$ cat config.mk
export PLATFORM = sky130hd
export DESIGN_NAME = svm_cascade_ctrl_flat
export DESIGN_NICKNAME = d
export VERILOG_FILES = /design/src/rtl/svm_cascade_ctrl_if.sv /design/src/rtl/svm_cascade_ctrl.sv /design/src/flat_wrapper.sv
export SDC_FILE = /design/constraint.sdc
export NUM_CORES = 1
export LEC_CHECK = 0
export BUFFER_PORTS_ARGS = -buffer_cell sky130_fd_sc_hd__buf_4
export CORE_MARGIN = 4
export CORE_UTILIZATION = 38
export DETAILED_ROUTE_END_ITERATION = 6
export GPL_ROUTABILITY_DRIVEN = 0
export REMOVE_ABC_BUFFERS = 1
export SKIP_CTS_REPAIR_TIMING = 1
export SYNTH_ARGS = -nofsm -noshare
export SYNTH_HDL_FRONTEND = slang
export SYNTH_SLANG_ARGS = --single-unit
export TNS_END_PERCENT = 20
$ cat constraint.sdc
create_clock -name clk -period 14 [get_ports clk]
set_input_delay 2.1 -clock clk [delete_from_list [all_inputs] [get_ports clk]]
set_output_delay 2.1 -clock clk [all_outputs]
set_load 0.01 [all_outputs]
$ cat src/rtl/svm_cascade_ctrl_if.sv
// Handshake and data bundle between the cascade controller and its
// kernel engine / coefficient ROM / bias table.
interface svm_cascade_ctrl_if #(
    parameter int XLEN_PIXEL = 8
);
    logic                      start;
    logic                      kernel_valid;
    logic [2*XLEN_PIXEL-1:0]   kernel_in;
    logic [2*XLEN_PIXEL-1:0]   alpha_in;
    logic [2*XLEN_PIXEL-1:0]   b_in;
    logic                      kernel_ready;
    logic [2:0]                stage_idx;
    logic [3:0]                sv_idx;
    logic                      busy;
    logic                      done;
    logic                      y_class;
    logic [2:0]                reject_stage;

    // Environment side: issues start, kernels, coefficients and biases.
    modport master (
        output start, kernel_valid, kernel_in, alpha_in, b_in,
        input  kernel_ready, stage_idx, sv_idx, busy, done, y_class, reject_stage
    );

    // Controller side.
    modport slave (
        input  start, kernel_valid, kernel_in, alpha_in, b_in,
        output kernel_ready, stage_idx, sv_idx, busy, done, y_class, reject_stage
    );
endinterface

$ cat src/rtl/svm_cascade_ctrl.sv
// Cascaded SVM decision controller: per stage, accumulates alpha*kernel over
// the stage's support vectors, adds the stage bias and rejects on a negative
// decision value. Operands are sign-magnitude 8.8, the accumulator is
// two's complement with 16 fractional bits.
module svm_cascade_ctrl #(
    parameter int XLEN_PIXEL    = 8,
    parameter int NUM_OF_SV     = 10,
    parameter int NUM_OF_STAGES = 4,
    parameter int ACC_W         = 28
) (
    input  logic               clk,
    input  logic               rst,
    svm_cascade_ctrl_if.slave  bus
);

    localparam int W  = 2 * XLEN_PIXEL;        // operand word width
    localparam int MW = W - 1;                  // magnitude width
    localparam int PW = 2 * MW;                 // magnitude product width
    localparam int EW = (ACC_W > PW) ? ACC_W : PW + 1;  // signed working width

    localparam logic [3:0] LAST_SV    = 4'(NUM_OF_SV - 1);
    localparam logic [2:0] LAST_STAGE = 3'(NUM_OF_STAGES - 1);

    localparam logic [2:0] IDLE   = 3'd0;
    localparam logic [2:0] ACCUM  = 3'd1;
    localparam logic [2:0] BIAS   = 3'd2;
    localparam logic [2:0] DECIDE = 3'd3;
    localparam logic [2:0] DONE   = 3'd4;

    // Sign-magnitude product in accumulator format; a negative-zero operand
    // yields a zero magnitude, so the optional negation still gives 0.
    function automatic logic signed [ACC_W-1:0] sm_product(
        input logic [W-1:0] k,
        input logic [W-1:0] a
    );
        logic [PW-1:0]        mag;
        logic signed [EW-1:0] ext;
        mag = {{MW{1'b0}}, k[MW-1:0]} * {{MW{1'b0}}, a[MW-1:0]};
        ext = signed'({{(EW-PW){1'b0}}, mag});
        if (k[W-1] ^ a[W-1]) begin
            ext = -ext;
        end
        return signed'(ACC_W'(ext));
    endfunction

    // Bias realigned from 8 to 16 fractional bits, then signed.
    function automatic logic signed [ACC_W-1:0] sm_bias(
        input logic [W-1:0] b
    );
        logic signed [EW-1:0] ext;
        ext = signed'({{(EW-MW-XLEN_PIXEL){1'b0}}, b[MW-1:0], {XLEN_PIXEL{1'b0}}});
        if (b[W-1]) begin
            ext = -ext;
        end
        return signed'(ACC_W'(ext));
    endfunction

    logic [2:0]               state;
    logic signed [ACC_W-1:0]  acc;
    logic [2:0]               stage_idx;
    logic [3:0]               sv_idx;
    logic                     y_class;
    logic [2:0]               reject_stage;

    // Cascade sequencing, accumulation and final verdict registers.
    always_ff @(posedge clk) begin
        if (rst) begin
            state        <= IDLE;
            acc          <= '0;
            stage_idx    <= '0;
            sv_idx       <= '0;
            y_class      <= 1'b0;
            reject_stage <= '0;
        end else begin
            case (state)
                IDLE: begin
                    if (bus.start) begin
                        state        <= ACCUM;
                        acc          <= '0;
                        stage_idx    <= '0;
                        sv_idx       <= '0;
                        y_class      <= 1'b0;
                        reject_stage <= '0;
                    end
                end
                ACCUM: begin
                    // kernel_ready is high throughout ACCUM, so valid alone marks a transfer
                    if (bus.kernel_valid) begin
                        acc <= acc + sm_product(bus.kernel_in, bus.alpha_in);
                        if (sv_idx == LAST_SV) begin
                            state <= BIAS;
                        end else begin
                            sv_idx <= sv_idx + 4'd1;
                        end
                    end
                end
                BIAS: begin
                    acc   <= acc + sm_bias(bus.b_in);
                    state <= DECIDE;
                end
                DECIDE: begin
                    if (acc[ACC_W-1]) begin
                        state        <= DONE;
                        y_class      <= 1'b0;
                        reject_stage <= stage_idx;
                    end else if (stage_idx == LAST_STAGE) begin
                        state        <= DONE;
                        y_class      <= 1'b1;
                        reject_stage <= stage_idx;
                    end else begin
                        state     <= ACCUM;
                        stage_idx <= stage_idx + 3'd1;
                        sv_idx    <= '0;
                        acc       <= '0;
                    end
                end
                DONE: begin
                    state <= IDLE;
                end
                default: begin
                    state <= IDLE;
                end
            endcase
        end
    end

    assign bus.kernel_ready = (state == ACCUM);
    assign bus.busy         = (state != IDLE);
    assign bus.done         = (state == DONE);
    assign bus.stage_idx    = stage_idx;
    assign bus.sv_idx       = sv_idx;
    assign bus.y_class      = y_class;
    assign bus.reject_stage = reject_stage;

endmodule

$ cat src/flat_wrapper.sv
// flat-port wrapper written by rule: the top's interface ports become plain ports
module svm_cascade_ctrl_flat 
#(
    parameter int XLEN_PIXEL    = 8,
    parameter int NUM_OF_SV     = 10,
    parameter int NUM_OF_STAGES = 4,
    parameter int ACC_W         = 28
)
  (clk, rst, bus_start, bus_kernel_valid, bus_kernel_in, bus_alpha_in, bus_b_in, bus_kernel_ready, bus_stage_idx, bus_sv_idx, bus_busy, bus_done, bus_y_class, bus_reject_stage);
  svm_cascade_ctrl_if #(.XLEN_PIXEL(XLEN_PIXEL)) bus_i ();
  input  logic clk;
  input  logic rst;
  input wire logic [$bits(bus_i.start)-1:0] bus_start;
  input wire logic [$bits(bus_i.kernel_valid)-1:0] bus_kernel_valid;
  input wire logic [$bits(bus_i.kernel_in)-1:0] bus_kernel_in;
  input wire logic [$bits(bus_i.alpha_in)-1:0] bus_alpha_in;
  input wire logic [$bits(bus_i.b_in)-1:0] bus_b_in;
  output wire logic [$bits(bus_i.kernel_ready)-1:0] bus_kernel_ready;
  output wire logic [$bits(bus_i.stage_idx)-1:0] bus_stage_idx;
  output wire logic [$bits(bus_i.sv_idx)-1:0] bus_sv_idx;
  output wire logic [$bits(bus_i.busy)-1:0] bus_busy;
  output wire logic [$bits(bus_i.done)-1:0] bus_done;
  output wire logic [$bits(bus_i.y_class)-1:0] bus_y_class;
  output wire logic [$bits(bus_i.reject_stage)-1:0] bus_reject_stage;
  assign bus_i.start = bus_start;
  assign bus_i.kernel_valid = bus_kernel_valid;
  assign bus_i.kernel_in = bus_kernel_in;
  assign bus_i.alpha_in = bus_alpha_in;
  assign bus_i.b_in = bus_b_in;
  assign bus_kernel_ready = bus_i.kernel_ready;
  assign bus_stage_idx = bus_i.stage_idx;
  assign bus_sv_idx = bus_i.sv_idx;
  assign bus_busy = bus_i.busy;
  assign bus_done = bus_i.done;
  assign bus_y_class = bus_i.y_class;
  assign bus_reject_stage = bus_i.reject_stage;
  svm_cascade_ctrl #(.XLEN_PIXEL(XLEN_PIXEL), .NUM_OF_SV(NUM_OF_SV), .NUM_OF_STAGES(NUM_OF_STAGES), .ACC_W(ACC_W)) u_core (.clk(clk), .rst(rst), .bus(bus_i));
endmodule
# Yosys cells after proc, flatten, opt, wreduce, memory -nomap -nowiden
# Cells that the tools add are included.
[classes]
multipliers = 1
div = 0
magnitude_cmp = 0
n_mux = 35
shift = 0
n_bitwise = 1
n_eq_ne = 13
n_reduce_logical = 11
n_addsub = 6
[ops]
columns = ["cell", "count"]
rows = [
  ["2-to-1 mux 28 bit", 10],
  ["one-hot mux 28 bit (4 select lines)", 1],
  ["adder 28 bit", 2],
  ["2-to-1 mux 3 bit", 10],
  ["multiplier 15 x 15 -> 28 bit", 1],
  ["negator 23 -> 28 bit", 1],
  ["negator 28 bit", 1],
  ["2-to-1 mux 27 bit", 1],
  ["2-to-1 mux 4 bit", 5],
  ["one-hot mux 3 bit (2 select lines)", 2],
  ["one-hot mux 3 bit (4 select lines)", 1],
  ["one-hot mux 4 bit (3 select lines)", 1],
  ["inequality test 2 bit, second input constant", 5],
  ["== test 3 x 2 -> 1 bit, second input constant", 3],
  ["AND reduction 3 bit", 3],
  ["AND reduction 6 bit", 1],
  ["nonzero test 3 bit", 2],
  ["AND reduction 5 bit", 1],
  ["adder 4 x 1 -> 4 bit, second input constant", 1],
  ["== test 4 bit, second input constant", 1],
  ["AND reduction 4 bit", 1],
  ["nonzero test 4 bit", 1],
  ["adder 3 x 1 -> 3 bit, second input constant", 1],
  ["== test 3 x 1 -> 1 bit, second input constant", 1],
  ["8 further kinds", 10],
]
[totals]
latchBits = 0
mem_bits_rw = 0
memories = 0
ff_bits = 42
in_bits = 52
romBits = 0

# Logic depth before layout (Yosys ltp)
# Gate-level depths: netlist of the first run.
[logic_depth]
word_depth = 9
mapped_depth = 36
depth_no_buf = 34

# Worst setup path after synthesis of the first run
# OpenSTA, ideal clock, no wires.
[synth_path]
path_type = "input to register"
from = "input bus_alpha_in[0]"
to = "register u_core.acc[27]"
t_required_ns = 13.905
path_stages = 34
path_buffers = 1
arrival_ns = 10.083
setup_time_ns = 0.095
path_slack_ns = 3.821
cell_sequence = "clkbuf_1 > and2_1 > fa_1 > inv_1 > fa_1 > inv_1 > fa_1 > inv_1 > fa_1 > inv_1 > fa_1 > inv_1 > fa_1 > inv_1 > ha_1 > a21o_1 > a31o_2 > or3_4 > a2111oi_4 > a21oi_1 > xnor2_1 > nor2_1 > a21oi_1 > ha_1 > a21o_1 > a21o_1 > a2111oi_0 > nor3_1 > o41ai_1 > o21ai_0 > mux2i_1 > nand3_1 > or3_1 > o311ai_1"
[synth_via]
elab_chain_cells = 9
[synth_rtl]
columns = ["item", "line", "text"]
rows = [
  ["start: declaration", "flat_wrapper.sv:16", "input wire logic [$bits(bus_i.alpha_in)-1:0] bus_alpha_in;"],
  ["multiplier 15 x 15 -> 28 bit (*)", "svm_cascade_ctrl.sv:38", "mag = {{MW{1'b0}}, k[MW-1:0]} * {{MW{1'b0}}, a[MW-1:0]};"],
  ["negator 28 bit", "svm_cascade_ctrl.sv:41", "ext = -ext;"],
  ["2-to-1 mux 28 bit (*)", "svm_cascade_ctrl.sv:40", "if (k[W-1] ^ a[W-1]) begin"],
  ["2-to-1 mux 28 bit (*)", "svm_cascade_ctrl.sv:88", "if (bus.kernel_valid) begin"],
  ["2-to-1 mux 28 bit (*)", "svm_cascade_ctrl.sv:75", "case (state)"],
  ["2-to-1 mux 28 bit (*)", "svm_cascade_ctrl.sv:67", "if (rst) begin"],
  ["adder 28 bit (*)", "svm_cascade_ctrl.sv:89", "acc <= acc + sm_product(bus.kernel_in, bus.alpha_in);"],
  ["2-to-1 mux 28 bit (*)", "svm_cascade_ctrl.sv:88", ""],
  ["one-hot mux 28 bit (4 select lines) (*)", "svm_cascade_ctrl.sv:75", ""],
  ["end signal: assignment", "svm_cascade_ctrl.sv:89", ""],
  ["end signal: assignment", "svm_cascade_ctrl.sv:98", "acc <= acc + sm_bias(bus.b_in);"],
  ["end: declaration", "svm_cascade_ctrl.sv:59", "logic signed [ACC_W-1:0] acc;"],
]
# Mark *: on every way between the ends. The rest lies on a longest branch, timed or not. The select of a mux whose other input is x is not followed.
# A chain may end at the register's enable or synchronous reset.

# Worst setup path in the final report of the first run
# Ends and elaborated chain as after synthesis.

==> metrics.csv, run 1 <==
metric;value;unit
Vias/cell;5.23;
CTS tree;built;
Setup Viol. Count Final;0;
Synth async-reset ratio;0;%
layout cells sized above 1;6.83;%
Reg2Reg Setup Slack;9.49;ns
Yosys Warn Count;0;
first-pass GRT wire length;49.9;mm
clock latency on the worst-skew pair;0.30;ns
Avg Inst Size Synth;8.09;sq um
worst reg2reg path endpoint;u_core.acc[27]$_SDFFE_PP0P_;
Die ar.;34000;sq um
Seq/Total Area, Yosys;7.11;%
core area;30700;sq um
port bufs;65;
min-delay src;u_core.acc[25]$_SDFFE_PP0P_;
final period utilization;76.5;%
worst hold path depth;2;
initial antenna violation count;0;
RSZ-0062 raised after global routing;false;
final setup TNS;0;ns
max_slew headroom;27.8;%
delay of the slowest critical-path stage;0.54;ns
number of global-route vias before repair;10200;
final antenna-violating net count;0;
number of remaining DRC errors;0;
initial cell density of the core;38.5;%
placed cell count;1866;
Yosys reg bits;42;
Post-Route WL;28.6;mm
Worst setup SP type;input port;
crit path max fanout;15;
Fin. Hold Viols;0;
Core Util, Final;41.6;%
fin cells;1874;
CP startpoint;bus_alpha_in[0];
crit end category;flop;
Yosys cell types;74;
Worst-path clk slew;0.07;ns
Detailed Route Iter0 Violations;593;
post-DP HPWL;23.3;mm
Global Route Usage Sum;17.5;%
Top cell by count, worst path;fa_1;
area share of the leading cell type in the synthesized netlist;28.3;%
Critical Path End;u_core.acc[27]$_SDFFE_PP0P_;
diode count;0;
clock sink total;42;
clock skew;0.0122;ns
clock buffer depth;2;
largest net degree at the start of global routing;38;
Max-Cap Viols;0;
Final Critical Period;10.71;ns
Die Span X;184;um
Synth Cell Area;11800;sq um
Worst-Margin Slew;1.08;ns
area delta synth->final;7.94;%
start of the worst register-to-register path;u_core.state[1]$_SDFFE_PP0P_;
Detailed Routing Iterations Pass 1;5;
H-tree depth;2;
Root Driver;clkbuf_16;
fmax;93.4;MHz
most common cell in the netlist;inv_1;
Synth area leaders;fa_1 28%, ha_1 12%, and2_1 7.4%, dfxtp_1 7.1%, inv_1 6.8%;
reg2reg path depth;14;
Routed WL per cell;15.3;um
die height;184;um
IO Count;66;
critical path start-end classification;input port to flop;
Top FF cell, synth;dfxtp_1;
clock buffer count from CTS;5;
EDFF count, synth;0;
Max Transition Viols Final;0;
cell accounting for the most synthesized area;fa_1;
Post-synth top cells;213 x inv_1, 167 x fa_1, 156 x nand2_1;
CP max stage cell;fa_1;
Worst Path Arrival;10.91;ns
FP Rows;64;
status;complete, no violations;
total gr overflow;0;
final net count;1812;
vias;9798;
HP Class;flop to flop;
CP required;14.20;ns
cells after synthesis;1461;
[routing by layer]
| layer | share of wire [%] | GRT usage [%] | up-vias |
|---|---|---|---|
| met3 | 3.3 | 1.34 | 31 |
| met4 | 1.6 | 3.55 | 0 |
| met2 | 46 | 29.8 | 173 |
| met1 | 49 | 24.5 | 4790 |
| met5 | 0 | 0 | - |
| li1 | - | - | 4804 |
[stage by stage]
step                hold WS [ns]  area (sq um)  worst slack [ns]
global placement           0.444         12600              3.23
detailed placement         0.451         12600              3.15
finish                     0.466         12800              3.29
global route               0.486         12800              2.90
CTS                        0.467         12800              3.41
floorplan                  0.432         11600              3.89
[critical path: cells and delay by family]
family                   cells  cell delay (ns)
XOR/XNOR                     1             0.19
adder cells (fa/ha/maj)      8             3.85
multiplexers                 1             0.26
buffers and inverters        5             0.39
AND/OR/NAND/NOR              8             1.61
AO/OA/AOI/OAI                9             2.53
[registers in the layout, indices dropped and copies added, names as in the netlist]
name	count
u_core.state	3
u_core.bus.y_class	1
u_core.bus.stage_idx	3
u_core.acc	28
u_core.bus.sv_idx	4
u_core.bus.reject_stage	3
[layout make-up]
cell class | count | area (sq um)
clock buffers | 5 | 125
clock inverters | 3 | 26.3
fillers | 3154 | 17900
inverters | 213 | 800
multi-input cells | 1147 | 9960
flip-flops and latches | 42 | 841
well taps | 396 | 495
repair buffers | 68 | 510
[kinds of logic after synthesis]
family / share of synthesized area, %
xor gates and xnor gates: 6.34
buffers and inverters: 8.66
AOI/OAI and AO/OA: 15.2
and+or+nand+nor: 21.6
muxes: 0.519
DFF: 7.11
adders and majority gates: 40.6
[cells in the final DEF, fill, tap and decap left out, types with 6 or more instances in the layout]
| master | n |
|---|---|
| o21ai_0 | 46 |
| o21bai_1 | 11 |
| xnor2_1 | 53 |
| xor2_1 | 30 |
| and2_1 | 139 |
| o31ai_1 | 8 |
| a22oi_1 | 20 |
| ha_1 | 116 |
| a21o_1 | 21 |
| or2_2 | 8 |
| fa_1 | 167 |
| inv_1 | 213 |
| nand3_1 | 16 |
| nor2_1 | 99 |
| a211oi_1 | 14 |
| dfxtp_1 | 42 |
| buf_4 | 68 |
| o21a_1 | 10 |
| nand2b_1 | 10 |
| nor3_1 | 24 |
| nand4_1 | 7 |
| a21oi_1 | 71 |
| nand2_1 | 156 |
| or3_1 | 12 |
| a31oi_1 | 10 |
| o211ai_1 | 6 |
[worst min path at each step]
stage                                             end  slack [ns]
final                     u_core.acc[25]$_SDFFE_PP0P_        0.47
after floorplan           u_core.acc[10]$_SDFFE_PP0P_        0.43
after global routing      u_core.acc[25]$_SDFFE_PP0P_        0.49
after CTS                 u_core.acc[25]$_SDFFE_PP0P_        0.47
after detailed placement  u_core.acc[25]$_SDFFE_PP0P_        0.45
after global placement    u_core.acc[22]$_SDFFE_PP0P_        0.44
Power of run 1 is not shown: default switching activity piles up to over one toggle a cycle in this logic, so the estimate is an artifact.
==> inputs of run 2 (changes only) <==
clock period = 8.59 ns   (was 14 ns; I/O delays follow)
==> run 2 against run 1 <==
Effect of this change:
- the run now ends with negative setup slack left
- highest routed layer unchanged
- routed wire length increased by 6.2%
- sequential share of layout area is 0.96 points lower
- utilization increased by 7.1 points
- worst setup slack got worse by 3.8 ns
- first-iteration DRC count down 13%
- global-route usage grew 0.48 points
- non-clock buffer count rose by 239
- worst hold slack worse by 0.0023 ns
- critical path depth rose by 1
- register-to-register slack got worse by 4.8 ns
==> metrics.csv, run 2 (synthesis gave the netlist of run 1 again) <==
metric;value;unit
clock skew;0.00572;ns
HP Class;flop to flop;
Worst setup SP type;input port;
Max Transition Viols Final;0;
highest-count cells in the layout ignoring fill and taps;294 x buf_4, 204 x inv_1, 167 x fa_1;
Die Span X;184;um
die height;184;um
clock buffer count from CTS;5;
max FFs per register;28;
initial cell density of the core;38.5;%
Die ar.;34000;sq um
total gr overflow;0;
final setup TNS;-1.31;ns
Top cell by count, worst path;fa_1;
number of remaining DRC errors;0;
Final Cell Area;14900;sq um
initial antenna violation count;0;
clock sink total;42;
most common cell after layout, fill and taps aside;buf_4;
critical path start-end classification;input port to flop;
violated checks;negative setup slack;
core area;30700;sq um
fmax;110;MHz
Root Driver;clkbuf_16;
crit end category;flop;
Routed WL per cell;14.4;um
Setup Viol. Count Final;7;
Worst-Margin Slew;1.24;ns
final net count;2051;
FF/Latch Area;841;sq um
placed cell count;2093;
Biggest register;u_core.acc;
area delta synth->final;26.3;%
FP Rows;64;
Post-DP Area;14300;sq um
clock latency on the worst-skew pair;0.29;ns
Top Registers;u_core.acc: 28 flops, u_core.bus.sv_idx: 4 flops;
final period utilization;106;%
# fillers;3002;
worst setup margin;-0.479;ns
diode count;0;
clock buffer depth;2;
port bufs;65;
Detailed Routing Iterations Pass 1;5;
first-pass GRT wire length;51.8;mm
RSZ-0062 raised after global routing;true;
number of global-route vias before repair;11000;
IO Count;66;
layout cells sized above 1;23.2;%
CP required;8.78;ns
CP max stage cell;fa_1;
Detailed Route Iter0 Violations;515;
status;complete, but fails checks;
delay of the slowest critical-path stage;0.57;ns
Vias/cell;5.02;
Fin. Hold Viols;0;
Final Critical Period;9.07;ns
Worst-path clk slew;0.06;ns
vias;10600;
final antenna-violating net count;0;
H-tree depth;2;
CTS tree;built;
max_slew headroom;17.0;%
Worst Path Arrival;9.26;ns
area of the multi-input gates;10300;sq um
Post-Route WL;30.4;mm
fin cells;2113;
Global Route Usage Sum;17.9;%
post-DP HPWL;25.8;mm
crit path max fanout;8;
Max-Cap Viols;0;
largest net degree at the start of global routing;38;
[run 2: metrics by stage]
step | utilization (%) | hold slack (ns) | setup WS, ns
3_5_place_dp | 46.7 | 0.455 | -1.17
4_1_cts | 47.2 | 0.470 | -0.921
2_1_floorplan | - | 0.432 | -0.706
3_3_place_gp | 46.7 | 0.444 | -0.995
5_1_grt | 48.7 | 0.494 | -0.846
6_report | 48.7 | 0.464 | -0.479
[run 2: critical path, delay by kind of cell]
kind	cells	cell delay, ns
AO/OA/AOI/OAI	10	2.11
XOR/XNOR	1	0.17
adder cells (fa/ha/maj)	8	3.69
buffers and inverters	6	0.45
multiplexers	1	0.23
AND/OR/NAND/NOR	7	1.33
[run 2: routing by layer]
metal | share of wire (%) | vias up | global-route usage (%)
li1 | - | 5299 | -
met5 | 0 | - | 0
met4 | 1.2 | 0 | 2.69
met1 | 47 | 5121 | 24.6
met2 | 49 | 169 | 31.8
met3 | 3.1 | 28 | 1.26
[run 2: final timing paths]
path / start / endpoint / slack [ns] / cells after the start
hold / removal: u_core.acc[25]$_SDFFE_PP0P_ / u_core.acc[25]$_SDFFE_PP0P_ / 0.46 / 2
hold reg to reg: u_core.acc[25]$_SDFFE_PP0P_ / u_core.acc[25]$_SDFFE_PP0P_ / 0.46 / 2
setup reg to reg: u_core.state[1]$_SDFFE_PP0P_ / u_core.acc[27]$_SDFFE_PP0P_ / 4.70 / 16
setup / recovery: bus_alpha_in[5] / u_core.acc[27]$_SDFFE_PP0P_ / -0.48 / 33
[run 2: final cells by class]
| type | count | area share [%] |
|---|---|---|
| sequential | 42 | 5.63 |
| timing repair buffer | 307 | 15.9 |
| tap | 396 | 3.32 |
| clock inverter | 2 | 0.0838 |
| inverter | 213 | 5.35 |
| multi-input combinational | 1147 | 68.8 |
| clock buffer | 6 | 0.930 |
Power of run 2 is left out for the same reason.
==> inputs of run 3 (changes only) <==
CORE_ASPECT_RATIO = 0.9   (was unset)
==> run 3 against run 2 <==
Effect of this change:
- the flow still finishes with violations (negative setup slack)
- first-iteration DRC count decreased by 6.0%
- utilization rose by 0.27 points
- maximum frequency increased by 1.9%
- sequential share of layout area is essentially flat
- final area fell by 0.80%
- die area about the same
==> metrics.csv, run 3 (synthesis gave the netlist of run 1 again) <==
metric;value;unit
vias;10600;
Final Critical Period;8.90;ns
Top Registers;u_core.acc: 28 flops, u_core.bus.sv_idx: 4 flops;
clock sink total;42;
Core Util, Final;49.0;%
status;complete, but fails checks;
Max Transition Viols Final;0;
Global Route Usage Sum;17.6;%
gr busiest metal;met2;
CP startpoint;bus_alpha_in[0];
clock latency on the worst-skew pair;0.31;ns
number of remaining DRC errors;0;
CP max stage cell;fa_1;
core area;30300;sq um
Worst-path clk slew;0.07;ns
min-delay src;u_core.acc[20]$_SDFFE_PP0P_;
number of global-route vias before repair;10700;
Detailed Routing Iterations Pass 1;5;
highest-count cells in the layout ignoring fill and taps;270 x buf_4, 204 x inv_1, 166 x fa_1;
final period utilization;104;%
# fillers;2955;
worst setup margin;-0.307;ns
Setup Viol. Count Final;6;
Worst Path Arrival;9.11;ns
initial antenna violation count;0;
Reg2Reg Setup Slack;4.85;ns
crit end category;flop;
max FFs per register;28;
first-pass GRT wire length;51.2;mm
layout cells sized above 1;22.6;%
M2 GR Usage;29.8;%
Biggest register;u_core.acc;
Worst setup SP type;input port;
final setup TNS;-0.513;ns
crit path max fanout;8;
clock buffer depth;2;
start of the worst register-to-register path;u_core.state[1]$_SDFFE_PP0P_;
H-tree depth;2;
Max-Cap Viols;0;
Die Span X;194;um
violated checks;negative setup slack;
Vias/cell;5.08;
CP required;8.80;ns
Post-Route WL;30.1;mm
CTS tree;built;
fmax;112;MHz
port bufs;65;
delay of the slowest critical-path stage;0.54;ns
IO Count;66;
diode count;0;
FP Rows;60;
RSZ-0062 raised after global routing;true;
area delta synth->final;25.3;%
Detailed Route Iter0 Violations;484;
clock buffer count from CTS;5;
max_slew headroom;12.1;%
Top cell by count, worst path;fa_1;
total gr overflow;0;
most common cell after layout, fill and taps aside;buf_4;
final antenna-violating net count;0;
met1 Usage GRT;25.0;%
final net count;2026;
reg2reg path depth;17;
Routed WL per cell;14.4;um
Worst-Margin Slew;1.31;ns
Fin. Hold Viols;0;
Root Driver;clkbuf_16;
post-DP HPWL;25.5;mm
Critical Path End;u_core.acc[27]$_SDFFE_PP0P_;
die height;175;um
HP Class;flop to flop;
clock skew;0.00704;ns
initial cell density of the core;39.1;%
Die ar.;34000;sq um
critical path start-end classification;input port to flop;
global routing usage on met3;1.98;%
worst reg2reg path endpoint;u_core.acc[27]$_SDFFE_PP0P_;
largest net degree at the start of global routing;38;
[run 3: per-stage QoR]
step	setup slack (ns)	instances	cell area [sq um]	hold slack [ns]
after floorplan	-0.706	1402	11600	0.432
after global placement	-1.03	2078	14200	0.448
after detailed placement	-1.12	2078	14200	0.454
after CTS	-0.826	2086	14300	0.471
after global routing	-0.657	2095	14800	0.490
final	-0.307	2095	14800	0.461
[run 3: how the worst min path moves through the flow]
stage | endpoint | slack (ns) | cells after the start
floorplan | u_core.acc[10]$_SDFFE_PP0P_ | 0.43 | 2
global placement | u_core.acc[25]$_SDFFE_PP0P_ | 0.45 | 2
detailed placement | u_core.acc[22]$_SDFFE_PP0P_ | 0.45 | 2
CTS | u_core.acc[22]$_SDFFE_PP0P_ | 0.47 | 2
global route | u_core.acc[20]$_SDFFE_PP0P_ | 0.49 | 2
finish | u_core.acc[20]$_SDFFE_PP0P_ | 0.46 | 2
[run 3: critical path, delay by kind of cell]
family                     cells  cell delay [ns]
adders and majority gates      8             3.50
AOI/OAI and AO/OA              8             1.40
and+or+nand+nor                6             1.27
buffers and inverters         10             1.08
muxes                          1             0.35
xor gates and xnor gates       1             0.21
[run 3: cell type report]
type	instances	area [sq um]	share of cell area (%)
Tap cell	403	504	3.40
Clock inverter	3	45.0	0.304
Timing Repair Buffer	282	2170	14.7
Multi-Input combinational cell	1147	10300	69.7
Sequential cell	42	841	5.68
Clock buffer	5	125	0.845
Inverter	213	800	5.40
[run 3: layer usage]
metal / share of wire (%) / routed length, um / up-vias
li1: - / - / 5233
met1: 49 / 14600 / 5235
met2: 48 / 14400 / 152
met3: 2.8 / 833 / 19
met4: 0.86 / 259 / 0
met5: 0 / 0 / -
Power of run 3 is left out for the same reason.
